**config.mk**
```make
export PLATFORM = sky130hd
export DESIGN_NAME = hazard_stall_ctrl
export DESIGN_NICKNAME = d
export VERILOG_FILES = /design/src/rtl/hazard_pkg.sv /design/src/rtl/hazard_stall_ctrl_scoreboard_entry.sv /design/src/rtl/hazard_stall_ctrl.sv
export SDC_FILE = /design/constraint.sdc
export NUM_CORES = 1
export LEC_CHECK = 0
export BUFFER_PORTS_ARGS = -buffer_cell sky130_fd_sc_hd__buf_2
export CAP_MARGIN = 40
export CORE_ASPECT_RATIO = 0.6
export CORE_UTILIZATION = 50
export CTS_CLUSTER_DIAMETER = 200
export CTS_CLUSTER_SIZE = 8
export DETAILED_ROUTE_END_ITERATION = 10
export PLACE_DENSITY = 0.75
export SLEW_MARGIN = 20
export SYNTH_ARGS = -nofsm -noshare
export SYNTH_HDL_FRONTEND = slang
export SYNTH_HIERARCHICAL = 1
export SYNTH_SLANG_ARGS = --single-unit
```
**constraint.sdc**
```tcl
create_clock -name clk -period 9.2 [get_ports clk]
set_clock_uncertainty 0.05 [all_clocks]
set_input_delay 1.38 -clock clk [delete_from_list [all_inputs] [get_ports clk]]
set_output_delay 1.38 -clock clk [all_outputs]
set_load 0.02 [all_outputs]
```
**src/rtl/hazard_pkg.sv**
```systemverilog
// Shared widths, defaults and latency classes for the hazard/stall controller.
package hazard_pkg;

    localparam int NUM_REGS_DEF   = 32;
    localparam int REG_ADDR_W_DEF = 5;
    localparam int NUM_SRC_DEF    = 2;
    localparam int LAT_W_DEF      = 3;
    localparam int OUT_W_DEF      = 2;
    localparam int MD_LATENCY_DEF = 32;

    // Producer latency classes as seen by decode
    localparam logic [LAT_W_DEF-1:0] LAT_ALU  = 3'd0;
    localparam logic [LAT_W_DEF-1:0] LAT_LOAD = 3'd1;

endpackage

```
**src/rtl/hazard_stall_ctrl_scoreboard_entry.sv**
```systemverilog
// One scoreboard slot: outstanding-write counter plus forwarding-readiness countdown.
import hazard_pkg::*;

module scoreboard_entry #(
    parameter int LAT_W  = LAT_W_DEF,
    parameter int OUT_W  = OUT_W_DEF,
    parameter bit FWD_EN = 1'b1
) (
    input  logic             clk,
    input  logic             rst_n,
    input  logic             set_i,
    input  logic             clear_i,
    input  logic             freeze_i,
    input  logic [LAT_W-1:0] lat_i,
    output logic             pending_o,
    output logic             ready_o,
    output logic             full_o
);

    logic [OUT_W-1:0] out_q, out_d;
    logic [LAT_W-1:0] cnt_q, cnt_d;
    logic             retire_s;
    logic             last_s;

    // A retire against an empty slot is dropped so the counter never underflows
    assign retire_s = clear_i & (out_q != '0);
    assign last_s   = retire_s & (out_q == OUT_W'(1));

    // Next-state for the outstanding counter and countdown
    always_comb begin
        out_d = out_q;
        cnt_d = cnt_q;
        if (set_i && !retire_s) begin
            out_d = out_q + OUT_W'(1);
        end else if (!set_i && retire_s) begin
            out_d = out_q - OUT_W'(1);
        end else begin
            out_d = out_q;
        end
        if (set_i) begin
            cnt_d = lat_i;
        end else if (last_s) begin
            cnt_d = '0;
        end else if (!freeze_i && (cnt_q != '0)) begin
            cnt_d = cnt_q - LAT_W'(1);
        end else begin
            cnt_d = cnt_q;
        end
    end

    // Slot state register
    always_ff @(posedge clk or negedge rst_n) begin
        if (!rst_n) begin
            out_q <= '0;
            cnt_q <= '0;
        end else begin
            out_q <= out_d;
            cnt_q <= cnt_d;
        end
    end

    // Ready qualifies a pending slot; the retiring last writer is forwarded from writeback
    assign pending_o = (out_q != '0);
    assign ready_o   = last_s | (FWD_EN && (cnt_q == '0));
    assign full_o    = (out_q == '1);

endmodule

```
**src/rtl/hazard_stall_ctrl.sv**
```systemverilog
// Pipeline stall controller: register scoreboard, mult/div busy counter and stall muxing.
import hazard_pkg::*;

module hazard_stall_ctrl #(
    parameter int          NUM_REGS       = NUM_REGS_DEF,
    parameter int          REG_ADDR_W     = REG_ADDR_W_DEF,
    parameter int          NUM_SRC        = NUM_SRC_DEF,
    parameter int          LAT_W          = LAT_W_DEF,
    parameter int          OUT_W          = OUT_W_DEF,
    parameter int          MD_LATENCY     = MD_LATENCY_DEF,
    parameter bit          FWD_EN         = 1'b1,
    parameter logic [31:0] STALL_CNT_INIT = 32'h0000_0000
) (
    input  logic                          clk,
    input  logic                          rst_n,
    input  logic                          id_issue_i,
    input  logic [NUM_SRC-1:0]            id_src_valid_i,
    input  logic [NUM_SRC*REG_ADDR_W-1:0] id_src_addr_i,
    input  logic                          id_dst_we_i,
    input  logic [REG_ADDR_W-1:0]         id_dst_addr_i,
    input  logic [LAT_W-1:0]              id_dst_lat_i,
    input  logic                          id_md_start_i,
    input  logic                          id_md_read_i,
    input  logic                          wb_we_i,
    input  logic [REG_ADDR_W-1:0]         wb_addr_i,
    input  logic                          wb_conflict_i,
    input  logic                          flush_i,
    output logic                          stall_id_o,
    output logic                          stall_ex_o,
    output logic                          stall_rf_o,
    output logic                          md_busy_o,
    output logic [31:0]                   stall_count_o
);

    localparam int MD_W = $clog2(MD_LATENCY + 1);

    logic [NUM_REGS-1:0] pending_s, ready_s, full_s, blocked_s;
    logic [MD_W-1:0]     md_q, md_d;
    logic [31:0]         stall_cnt_q, stall_cnt_d;
    logic                md_stall_s, reg_stall_s, src_hit_s, accept_s;

    // Register 0 is hardwired: never pending, so reads of it never stall
    assign pending_s[0] = 1'b0;
    assign ready_s[0]   = 1'b1;
    assign full_s[0]    = 1'b0;

    for (genvar r = 1; r < NUM_REGS; r++) begin : g_entry
        logic set_s, clear_s;
        assign set_s   = accept_s & id_dst_we_i & (id_dst_addr_i == REG_ADDR_W'(r));
        assign clear_s = wb_we_i & (wb_addr_i == REG_ADDR_W'(r));
        scoreboard_entry #(
            .LAT_W  (LAT_W),
            .OUT_W  (OUT_W),
            .FWD_EN (FWD_EN)
        ) u_entry (
            .clk       (clk),
            .rst_n     (rst_n),
            .set_i     (set_s),
            .clear_i   (clear_s),
            .freeze_i  (stall_ex_o),
            .lat_i     (id_dst_lat_i),
            .pending_o (pending_s[r]),
            .ready_o   (ready_s[r]),
            .full_o    (full_s[r])
        );
    end

    assign blocked_s = pending_s & ~ready_s;

    // Any enabled source operand waiting on an unready producer
    always_comb begin
        src_hit_s = 1'b0;
        for (int i = 0; i < NUM_SRC; i++) begin
            if (id_src_valid_i[i] && blocked_s[id_src_addr_i[i*REG_ADDR_W +: REG_ADDR_W]]) begin
                src_hit_s = 1'b1;
            end else begin
                src_hit_s = src_hit_s;
            end
        end
    end

    assign reg_stall_s = id_issue_i & (src_hit_s | (id_dst_we_i & full_s[id_dst_addr_i]));
    assign md_busy_o   = (md_q != '0);
    assign md_stall_s  = md_busy_o & id_issue_i & (id_md_start_i | id_md_read_i);
    assign stall_ex_o  = md_stall_s;
    assign stall_rf_o  = md_stall_s | wb_conflict_i;
    assign stall_id_o  = md_stall_s | reg_stall_s | wb_conflict_i;
    assign accept_s    = id_issue_i & ~stall_id_o & ~flush_i;

    // Mult/div busy counter and saturating stall statistics
    always_comb begin
        md_d        = md_q;
        stall_cnt_d = stall_cnt_q;
        if (accept_s && id_md_start_i) begin
            md_d = MD_W'(MD_LATENCY);
        end else if (md_q != '0) begin
            md_d = md_q - MD_W'(1);
        end else begin
            md_d = md_q;
        end
        if (stall_id_o && (stall_cnt_q != '1)) begin
            stall_cnt_d = stall_cnt_q + 32'd1;
        end else begin
            stall_cnt_d = stall_cnt_q;
        end
    end

    // Top-level state register
    always_ff @(posedge clk or negedge rst_n) begin
        if (!rst_n) begin
            md_q        <= '0;
            stall_cnt_q <= STALL_CNT_INIT;
        end else begin
            md_q        <= md_d;
            stall_cnt_q <= stall_cnt_d;
        end
    end

    assign stall_count_o = stall_cnt_q;

endmodule

```
# Yosys cells after proc, flatten, opt, wreduce, memory -nomap -nowiden

Index checks and enable logic that the tools add are counted.
W data, S select, Z words.

$add $sub $neg: 95
Multipliers: 0
Div/mod/pow operators: 0
$lt $le $gt $ge: 3
Eq/ne operators: 125
Shifts and indexed selects: 0
Muxes and demuxes: 165
Bitwise operators: 171
Reduce and logical (&&, ||, !) cells: 317

Operators by type and width:

| kind                    | count |
|---|---|
| $mux W3                 | 93 |
| $reduce_bool A3 Y1      | 62 |
| $eq A5 B5 Y1 const B    | 32 |
| $and A1 B1 Y1           | 131 |
| $reduce_bool A2 Y1      | 63 |
| $mux W2                 | 62 |
| $logic_and A1 B1 Y1     | 97 |
| $logic_not A3 Y1        | 31 |
| $sub A3 B1 Y3 const B   | 31 |
| $eq A5 B4 Y1 const B    | 16 |
| $logic_not A1 Y1        | 63 |
| $add A2 B1 Y2 const B   | 31 |
| $eq A2 B1 Y1 const B    | 31 |
| $eq A2 B2 Y1 const B    | 31 |
| $sub A2 B1 Y2 const B   | 31 |
| $eq A5 B3 Y1 const B    | 8 |
| $or A1 B1 Y1            | 36 |
| $add A32 B1 Y32 const B | 1 |
| $and A32 B32 Y32        | 1 |
| $ne A32 B32 Y1 const B  | 1 |
| $not A32 Y32            | 1 |
| $eq A5 B2 Y1 const B    | 4 |
| $lt A5 B6 Y1 const B    | 3 |
| $bmux W1 S5             | 3 |
| 6 further kinds         | 13 |

Register bits: 193
Latch bits: 0
Bits in writable memories: 0
Memory bits (read-only): 0
Output and inout port bits: 36
Memories kept: 0

# Depth between registers and ports, before layout

Gate-level depths: netlist of the first run.

Word-level depth: 25
Depth in mapped cells: 20

# Modules after synthesis

The synthesis of the first run kept the hierarchy.

By module, submodules not included:

| module                                      | instances | cells an instance | area each (sq um) | sequential area each (sq um) |
|---|---|---|---|---|
| scoreboard_entry at g_entry[10].u_entry ... | 30        | 42                | 366.6             | 125.1 |
| hazard_stall_ctrl                           | 1         | 399               | 3353.2            | 950.9 |
| scoreboard_entry at g_entry[9].u_entry      | 1         | 42                | 367.9             | 125.1 |

# Worst setup path after synthesis of the first run

OpenSTA, ideal clock, no wires.

Path kind: input port to output port
Start point: input port id_md_start_i
End point: output port stall_id_o
Data arrival time: 6.903 ns
Data required time: 7.770 ns
Path slack: 0.867 ns
Cell stages on the path: 4
Path through: o21ai_0 nor2_1 or2_2 o21bai_1

Cells in the longest elaborated chain, start to end: 4

RTL lines:

| item                      | RTL line                | source |
|---|---|---|
| start: declaration        | hazard_stall_ctrl.sv:22 | `input logic id_md_start_i,` |
| $or A1 B1 Y1              | hazard_stall_ctrl.sv:84 | `assign md_stall_s = md_busy_o & id_issue_i & (id_md_start_i \| id_md_read_i);` |
| $and A1 B1 Y1             | hazard_stall_ctrl.sv:84 |  |
| named net stall_ex_o      | hazard_stall_ctrl.sv:29 | `output logic stall_ex_o,` |
| $or A1 B1 Y1 (2 in a row) | hazard_stall_ctrl.sv:87 | `assign stall_id_o = md_stall_s \| reg_stall_s \| wb_conflict_i;` |
| end: declaration          | hazard_stall_ctrl.sv:28 | `output logic stall_id_o,` |

The timed path passes the listed nets, and every way through them passes these cells.

# Worst setup path in the final report of the first run

Start point: input port wb_addr_i[3]
End point: register g_entry[9].u_entry.out_q[1]

Cells in the longest elaborated chain, start to end: 24
Elaborated cells between the ends (all ways): 180
Those cells by class: eq/ne: 31; mux: 7; bitwise: 135; reduce/logical: 7

RTL lines:

| item                         | RTL line                                 | source |
|---|---|---|
| start: declaration           | hazard_stall_ctrl.sv:25                  | `input logic [REG_ADDR_W-1:0] wb_addr_i,` |
| $eq A5 B4 Y1 *               | hazard_stall_ctrl.sv:50                  | `assign clear_s = wb_we_i & (wb_addr_i == REG_ADDR_W'(r));` |
| $and A1 B1 Y1 *              | hazard_stall_ctrl.sv:50                  |  |
| named net g_entry[8].clear_s | hazard_stall_ctrl.sv:48                  | `logic set_s, clear_s;` |
| $and A1 B1 Y1 *              | hazard_stall_ctrl_scoreboard_entry.sv:26 | `assign retire_s = clear_i & (out_q != '0);` |
| $and A1 B1 Y1 *              | hazard_stall_ctrl_scoreboard_entry.sv:27 | `assign last_s = retire_s & (out_q == OUT_W'(1));` |
| $or A1 B1 Y1 *               | hazard_stall_ctrl_scoreboard_entry.sv:64 | `assign ready_o = last_s \| (FWD_EN && (cnt_q == '0));` |
| named net ready_s[8]         | hazard_stall_ctrl.sv:37                  | `logic [NUM_REGS-1:0] pending_s, ready_s, full_s, blocked_s;` |
| $not A32 Y32 *               | hazard_stall_ctrl.sv:68                  | `assign blocked_s = pending_s & ~ready_s;` |
| [8 not listed]               | --                                       |  |
| $or A1 B1 Y1 * (2 in a row)  | hazard_stall_ctrl.sv:87                  |  |
| $not A1 Y1 *                 | hazard_stall_ctrl.sv:88                  | `assign accept_s = id_issue_i & ~stall_id_o & ~flush_i;` |
| $and A1 B1 Y1 * (2 in a row) | hazard_stall_ctrl.sv:88                  |  |
| $and A1 B1 Y1 * (2 in a row) | hazard_stall_ctrl.sv:49                  | `assign set_s = accept_s & id_dst_we_i & (id_dst_addr_i == REG_ADDR_W'(r));` |
| named net g_entry[9].set_s   | hazard_stall_ctrl.sv:48                  |  |
| $logic_not A1 Y1             | hazard_stall_ctrl_scoreboard_entry.sv:35 | `end else if (!set_i && retire_s) begin` |
| $logic_and A1 B1 Y1          | hazard_stall_ctrl_scoreboard_entry.sv:35 |  |
| $reduce_bool A2 Y1 (no line) | --                                       |  |
| end signal: assignment       | hazard_stall_ctrl_scoreboard_entry.sv:57 | `out_q <= out_d;` |
| end: declaration             | hazard_stall_ctrl_scoreboard_entry.sv:20 | `logic [OUT_W-1:0] out_q, out_d;` |

The timed path passes the listed nets; every way through them passes the cells marked *. The select of a mux whose other input is x is not followed.
A chain may end at the register's enable or synchronous reset.

==> results.txt, run 1 <==
The width of the chip came out at 224 µm. The transition time at the pin with the least slew margin came out at 0.698 ns. The maximum number of buffers from clock root to sink is 2. The number of nets handed over by synthesis was 1,923. The number of I/O pins is 70. The proportion of synthesized chip area in sequential cells is 32.8%. The area of the mapped netlist came out at 14,700 µm². The reg-to-reg startpoint is g_entry[3].u_entry/cnt_q[0]$_DFFE_PN0P_. The number of cells on the worst reg-to-reg path is 15.

The global-route usage over all layers is 25.8%. The number of buffer cells added on primary ports came out at 69. The quantity of gates resized following cts came out at 0. The wire length after detailed routing came out at 37,700 µm. In the synthesized netlist, the number of instances is 1,701. The setup check on the worst reg-to-reg path leaves a slack of 4.28 ns. The detailed-placement wirelength estimate came out at 27,800 µm. Post-CTS timing repair inserted 0 buffers for setup. The count of synthesis-stage warnings from yosys is 6. Data on the critical path is required at its endpoint by 9.48 ns.

The critical path capture point type is a flip-flop. STA classifies the critical path startpoint as an input pin. The clock drives 193 sinks.

The DRC violation count after routing came out at 0. The CTS buffer count came out at 17. The number of fill cells in the layout is 2,529.

The tightest min-delay check is of the flip-flop to flip-flop type. The DRC violation total after the first TritonRoute iteration is 1,181. The via count of the first global-routing pass is 11,800.

The maximum number of pins on one net before global-route repair came out at 89. The share of post-route cells with drive strength above 1 came out at 9.60%. The smallest hold slack came out at 0.437 ns. The H-tree was split into 4 levels. The placed instance count came out at 2,132. The growth of design area from synthesis to finish came out at 9.93%. The remaining antenna violation count after routing came out at 0.

The full die area is 30,200 µm². The antenna diode instance count is 0. The TritonCTS clock tree is done. The static power due to leakage is 8.05 nW.

Dividing the detail-routed via count by the number of cells gives 5.61. The number of antenna violations at the first check in global routing is 0. The async set-or-reset flop fraction in the synthesized netlist came out at 100%. The length of the first detailed-routing pass in iterations came out at 5. The power density normalized to cell area is 237 nW/µm². In the finished design, the share of the clock period the worst path needs comes to 65.3%. The die outline height came out at 135 µm. The flow ran to the end, and the final reports show no timing, DRC or antenna violations. The max-capacitance violation count is 0. The remaining global-route overflow is 0. The final number of max-transition violations is 0.

Before CTS, the worst setup slack after placement is 2.85 ns. The worst setup path is of the input pin to flip-flop kind. The worst max-slew margin expressed relative to the limit is 53.4%. The number of standard cells in the layout, taps in and fillers out came out at 2,166.

The final worst slack is 3.20 ns. The number of hold buffers added after CTS came out at 0. The routed length per instance is 17.4 µm. After synthesis the netlist holds a flip-flop and latch count of 193. The clock input transition at the sequential cells of the worst setup and hold paths is 0.07 ns.

The average footprint of a synthesized cell is 8.65 µm². Setup violations remaining at the end of the flow were counted as 0. The routability congestion estimate came out at 0.902.

The number of synthesized flops with an enable pin is 0. In this run the most critical hold path is launched from stall_count_o[29]$_DFFE_PN0P_. Setup repair after global routing left no endpoint under its margin. In this run the critical register-to-register path is captured at g_entry[9].u_entry/out_q[1]$_DFFE_PN0P_. The detailed-route via count is 12,100. The worst endpoint data arrival time is 6.28 ns. The largest fanout on the critical path came out at 8. The area inside the core boundary is 28,800 µm². Clock tree synthesis selected as its root buffer the cell sky130_fd_sc_hd__clkbuf_16. The final total negative setup slack is 0 ns. The synthesized netlist contains 59 unique library cells.

The smallest clock period supported by the final layout is computed as 6.00 ns. The insertion delay to the later sink of the worst-skew pair is 0.47 ns. The hold path depth came out at 1. The peak supply drop is 0.130 mV. The primary flip-flop cell chosen by synthesis mapping is sky130_fd_sc_hd__dfrtp_1.

The count of final hold-check violations is 0. The first global-routing pass estimated 61,000 µm of wire. The count of nets after finishing is 2,000. The worst hold endpoint is stall_count_o[29]$_DFFE_PN0P_.

The achievable frequency came out at 0.167 GHz. The initial utilization of the core area, before any placement, comes to 51.1%. The number of core rows came out at 48.
cell usage after synthesis (all sizes together), types with 15 or more instances:
cell    number  area [µm²]
ha         188        2350
xor2        34         298
a21oi       68         340
o21ai      130         651
inv        232         871
dfrtp      193        4830
nor2b       82         513
nand3       21         105
or2b        32         279
nand2      147         552
xnor2       60         526
nand3b      40         300
clkbuf      15        56.3
a221oi      62         543
nand2b      42         263
nor2       189         727
mux2i       36         360
critical path, stage by stage:
cell	delay (ns)
sky130_fd_sc_hd__buf_2	0.14
sky130_fd_sc_hd__nand2_1	0.11
sky130_fd_sc_hd__or3_1	0.43
sky130_fd_sc_hd__nor3_1	0.35
sky130_fd_sc_hd__nand3b_1	0.20
sky130_fd_sc_hd__nand2_1	0.14
sky130_fd_sc_hd__nor4bb_1	0.07
sky130_fd_sc_hd__or4_1	0.55
sky130_fd_sc_hd__a31oi_1	0.19
sky130_fd_sc_hd__a211oi_1	0.10
sky130_fd_sc_hd__a31o_2	0.24
sky130_fd_sc_hd__a311oi_2	0.35
sky130_fd_sc_hd__and3_1	0.28
sky130_fd_sc_hd__nand3b_1	0.50
sky130_fd_sc_hd__nor2_1	0.64
sky130_fd_sc_hd__ha_1	0.38
sky130_fd_sc_hd__nand2_1	0.10
sky130_fd_sc_hd__o21ai_0	0.11
how the worst max path moves through the flow:
stage                       start  slack (ns)  cells past startpoint                                       end
floorplan           id_md_start_i        0.87                      4                                stall_id_o
global placement     wb_addr_i[3]        2.97                     17  g_entry[26].u_entry/out_q[1]$_DFFE_PN0P_
detailed placement   wb_addr_i[3]        2.85                     18   g_entry[9].u_entry/out_q[1]$_DFFE_PN0P_
CTS                  wb_addr_i[3]        3.26                     14                                stall_id_o
global route         wb_addr_i[3]        2.93                     18   g_entry[9].u_entry/out_q[1]$_DFFE_PN0P_
finish               wb_addr_i[3]        3.20                     18   g_entry[9].u_entry/out_q[1]$_DFFE_PN0P_
layout by cell type (no fill, tap or decap), types with 5 or more instances in the layout:
cell	synthesis	layout
sky130_fd_sc_hd__or2b_2	31	31
sky130_fd_sc_hd__nand4_1	12	12
sky130_fd_sc_hd__dfrtp_1	193	193
sky130_fd_sc_hd__nor2_2	7	7
sky130_fd_sc_hd__nand3b_1	40	40
sky130_fd_sc_hd__xor2_1	34	34
sky130_fd_sc_hd__clkinvlp_4	0	5
sky130_fd_sc_hd__a221oi_1	62	62
sky130_fd_sc_hd__inv_1	232	232
sky130_fd_sc_hd__mux2i_1	36	36
sky130_fd_sc_hd__buf_2	2	68
sky130_fd_sc_hd__nor2_1	182	181
sky130_fd_sc_hd__nor3b_1	14	14
sky130_fd_sc_hd__nor2b_1	82	82
sky130_fd_sc_hd__buf_4	1	5
sky130_fd_sc_hd__and3_1	14	14
sky130_fd_sc_hd__nand2b_1	42	42
sky130_fd_sc_hd__nor3_1	9	9
sky130_fd_sc_hd__nand3_1	21	21
sky130_fd_sc_hd__o21ai_0	129	129
sky130_fd_sc_hd__ha_1	188	188
sky130_fd_sc_hd__xnor2_1	60	60
sky130_fd_sc_hd__a31oi_1	7	7
sky130_fd_sc_hd__nand2_1	147	147
sky130_fd_sc_hd__clkbuf_16	0	17
sky130_fd_sc_hd__a21oi_1	68	68
sky130_fd_sc_hd__mux4_2	12	12
cells by family (layout without fill, tap and decap cells):
kind of cell,Yosys count,after routing,share of synthesized area [%]
adder cells (fa/ha/maj),188,188,16.0
AND/OR/NAND/NOR,631,631,22.3
multiplexers,50,50,4.54
buffers and inverters,255,345,6.65
XOR/XNOR,94,94,5.59
flip-flops,193,193,32.8
AO/OA/AOI/OAI,290,290,12.1
routing by layer:
layer	track usage, %	wire, µm
met5	0	0
met3	5.83	2640
met4	9.25	781
met1	36.5	17900
met2	38.8	16400
state kept, by name, summed over array words and instances, names as in the netlist:
register               flops
g_entry.u_entry/cnt_q     93
g_entry.u_entry/out_q     62
md_q                       6
stall_count_o             32
cell type report:
type                    instances  area, µm²  area share (%)
clock buffers                  19        433            2.68
well taps                     375        469            2.90
flip-flops and latches        193       4830            29.8
repair buffers                 81        542            3.35
clock inverters                13        114           0.704
multi-input cells            1253       8920            55.1
inverters                     232        871            5.38
through the flow:
stage	util [%]	area, µm²	power [W]
floorplan	-	14700	0.00266
global placement	53.7	15500	0.00300
detailed placement	54.1	15600	0.00310
CTS	56.0	16100	0.00383
global route	56.1	16200	0.00417
finish	56.1	16200	0.00384
where the power goes:
group	internal [W]	switching (W)	total, W
Sequential	0.00114	0.000230	0.00137
Clock	0.000372	0.000356	0.000728
Combinational	0.000814	0.000931	0.00175
(Power assumes the default switching activity.)
==> run 2, diff against run 1 <==
Settings changed: ABC_AREA set to 1, PLACE_DENSITY 0.75 to 0.77.
Clock period 9.2 ns to 5.3 ns, I/O delays scaled along.
==> results.txt, run 2 <==
Summed over its instances, the top area cell type makes up 30.2% of the synthesized netlist area. The maximum number of buffers from clock root to sink came out at 2. The final clock period utilization by the worst path came out at 83.3%.

Compared with the post-synthesis result, the final layout area differs by 10.3%. Sorting the synthesized cells by how often they occur yields 727 x sky130_fd_sc_hd__nand2_1, 268 x sky130_fd_sc_hd__inv_1, 202 x sky130_fd_sc_hd__nand3_1. STA classifies the critical path startpoint as an input pin. The async set-or-reset flop fraction in the synthesized netlist came out at 100%. The setup fix buffers added after clock tree synthesis is 0. The final number of max-transition violations came out at 0. The most common library cell in the layout ignoring fill and taps is sky130_fd_sc_hd__nand2_1. TritonCTS built the clock tree.

The clock input transition at the sequential cells of the worst setup and hold paths came out at 0.08 ns. Counting every net in the synthesized netlist gives 2,439. The worst endpoint data arrival time is 4.71 ns. Measured in cells, the most critical reg-to-reg path has a length of 21. The clock sink total is 193.

The detailed router used layers up to and including met4. The area inside the core boundary came out at 31,300 µm². The first TritonRoute pass finished after 6 iterations. For this run, design rule violations remaining after detail routing come to 0. The die covers 32,700 µm². The remaining antenna violation count after routing is 0.

The routability congestion estimate is 0.974. Setup repair after global routing left no endpoint under its margin. The peak supply drop came out at 0.243 mV. The data required time of the critical path is 5.60 ns. The final total negative setup slack is 0 ns. In the routed layout, each cell is associated on average with a via count of 5.37. Power spread over the standard cell area amounts to 415 nW/µm². In this run the static leakage power is 9.33 nW. The effective utilization at floorplan came out at 51.1%. The count of unique library cells instantiated by Yosys came out at 38. Wire segments on met2 add up to 18,200 µm in the final route. The worst hold path belongs to the class input pin to asynchronous set/reset pin. The die outline height came out at 140 µm.

After detailed routing, the met3 layer carries 4610 µm of wire. For this run the aggregate overflow at the end of global routing stands at 0. The run finished with clean final reports. The core utilization of the finished layout came out at 56.3%. 70 I/O pins were placed. sky130_fd_sc_hd__dfrtp_1 takes more of the synthesized area than any other cell. The register with the most flip-flops in the layout has 93 of them.

The routed metal-1 wire length came out at 21,500 µm. In the synthesized netlist, the number of instances is 2,217. Measured against its own limit, the worst slew margin works out to 41.7%. The routed length per instance came out at 16.4 µm. The number of antenna violations at the first check in global routing is 3. The global-route usage over all layers came out at 28.5%.

The primary flip-flop cell chosen by synthesis mapping is sky130_fd_sc_hd__dfrtp_1. The wire length after detailed routing is 45,100 µm. The total of endpoints with negative setup slack in the final report is 0. The worst setup path is captured at a flip-flop. In the final design database the tool counted 2,540 nets. The width of the chip came out at 233 µm.

Derived from the worst setup path, the maximum achievable clock frequency is 0.227 GHz. The count of synthesis-stage warnings from yosys came out at 6. The max-capacitance violation count is 0. The transition time at the pin with the least slew margin is 0.872 ns. The total number of H-tree levels came out at 4. The CTS buffer count came out at 17.

The count of final hold-check violations came out at 0. Once detailed placement completed, the half-perimeter wirelength came to 33,600 µm. The first routing iteration left 1,500 violations.

The placed instance count came out at 2,714. The maximum number of pins on one net before global-route repair came out at 102. In the layout the commonest cells are 727 x sky130_fd_sc_hd__nand2_1, 268 x sky130_fd_sc_hd__inv_1, 202 x sky130_fd_sc_hd__nand3_1.

The most common cell in the netlist is sky130_fd_sc_hd__nand2_1. The average footprint of a synthesized cell is 7.20 µm². The number of core rows is 50. The via count of the first global-routing pass came out at 13,800. The area of the mapped netlist came out at 16,000 µm².

Ranked by total cell area, the synthesized netlist is headed by sky130_fd_sc_hd__dfrtp_1 30%, sky130_fd_sc_hd__nand2_1 17%, sky130_fd_sc_hd__ha_1 15%, sky130_fd_sc_hd__nand3_1 6.3%, sky130_fd_sc_hd__inv_1 6.3%. The insertion delay to the later sink of the worst-skew pair is 0.47 ns. The share of post-route cells with drive strength above 1 is 14.2%. Counting flops and latches in the post-synthesis netlist gives 193. The synthesized design contains 0 enable-type register cells.

The tree is rooted in a sky130_fd_sc_hd__clkbuf_16. The largest fanout on the critical path came out at 31. The wire length of the first global-routing pass is 72,400 µm. Counting flops per register, the top entry is g_entry.u_entry/cnt_q. The time the final worst path needs with I/O delays and setup came out at 4.41 ns. The worst setup path is of the input pin to flip-flop kind. The number of standard cells in the layout, taps in and fillers out is 2,752.

The number of hold buffers added after CTS is 0. Gates resized during post-CTS repair numbered 0. For this run, the register share of the synthesized area comes to 30.2%. Across all layers, the routed design uses 14,800 vias.

During placement, the flow inserted port buffers numbering 69.
[run 2: power by group]
group | internal [W] | switching [W] | total [W]
Combinational | 0.00133 | 0.00220 | 0.00354
Clock | 0.000752 | 0.000637 | 0.00139
Sequential | 0.00197 | 0.000416 | 0.00239
[run 2: cells by family (layout without fill, tap and decap cells)]
group / Yosys count / in the layout / share of synthesized area, %
flops: 193 / 193 / 30.2
buf+inv: 363 / 477 / 9.27
simple gates: 1240 / 1240 / 34.9
other cells: 0 / 5 / 0
fa+ha+maj: 188 / 188 / 14.7
xor+xnor: 93 / 93 / 5.10
compound gates: 140 / 140 / 5.77
[run 2: path summary, 6_finish.rpt]
path	slack (ns)	startpoint	end
setup / recovery	0.89	wb_we_i	g_entry[17].u_entry/out_q[1]$_DFFE_PN0P_
hold / removal	0.13	rst_n	g_entry[6].u_entry/cnt_q[2]$_DFFE_PN0P_
setup reg to reg	1.49	g_entry[30].u_entry/out_q[0]$_DFFE_PN0P_	g_entry[17].u_entry/out_q[1]$_DFFE_PN0P_
hold reg to reg	0.42	g_entry[14].u_entry/cnt_q[0]$_DFFE_PN0P_	g_entry[14].u_entry/cnt_q[0]$_DFFE_PN0P_
max in group asynchronous	4.24	rst_n	g_entry[4].u_entry/out_q[0]$_DFFE_PN0P_
min in group clk	0.42	g_entry[14].u_entry/cnt_q[0]$_DFFE_PN0P_	g_entry[14].u_entry/cnt_q[0]$_DFFE_PN0P_
[run 2: per-layer routing]
layer | global-route usage, % | vias up
met5 | 0 | -
met4 | 7.53 | 0
met3 | 8.29 | 74
met2 | 39.8 | 580
met1 | 42.2 | 6962
li1 | - | 7170
[run 2: stage by stage]
stage	instance area (µm²)	power (W)	setup slack [ns]	hold WS (ns)
2_1_floorplan	16000	0.00505	1.66	0.392
3_3_place_gp	16900	0.00565	0.653	0.405
3_5_place_dp	17000	0.00587	0.546	0.408
4_1_cts	17600	0.00730	1.03	0.393
5_1_grt	17600	0.00803	0.683	0.111
6_report	17600	0.00731	0.888	0.127
[run 2: final cells by class]
| class | count | area, µm² |
|---|---|---|
| diodes | 5 | 12.5 |
| well taps | 416 | 520 |
| repair buffers | 108 | 724 |
| fillers | 2882 | 13700 |
| inverters | 337 | 1260 |
| multi-input cells | 1661 | 9660 |
| clock inverters | 14 | 179 |
| clock buffers | 18 | 429 |
| flip-flops and latches | 193 | 4830 |
[run 2: critical path, cell delays in order]
cell                      delay [ns]
sky130_fd_sc_hd__buf_2          0.09
sky130_fd_sc_hd__inv_1          0.04
sky130_fd_sc_hd__nor2_1         0.23
sky130_fd_sc_hd__inv_1          0.27
sky130_fd_sc_hd__nor2_1         0.48
sky130_fd_sc_hd__nand3_2        0.20
sky130_fd_sc_hd__o21ai_0        0.13
sky130_fd_sc_hd__inv_1          0.13
sky130_fd_sc_hd__nand3_1        0.09
sky130_fd_sc_hd__nand3_1        0.12
sky130_fd_sc_hd__nand3_1        0.10
sky130_fd_sc_hd__nand3_1        0.06
sky130_fd_sc_hd__nand2_1        0.07
sky130_fd_sc_hd__nand2_1        0.05
sky130_fd_sc_hd__nand3_1        0.08
sky130_fd_sc_hd__nand3_2        0.10
sky130_fd_sc_hd__nand2_4        0.10
sky130_fd_sc_hd__nand4_4        0.45
sky130_fd_sc_hd__nor3_1         0.47
sky130_fd_sc_hd__buf_4          0.23
sky130_fd_sc_hd__ha_1           0.27
sky130_fd_sc_hd__nand2_1        0.08
sky130_fd_sc_hd__o21ai_0        0.07
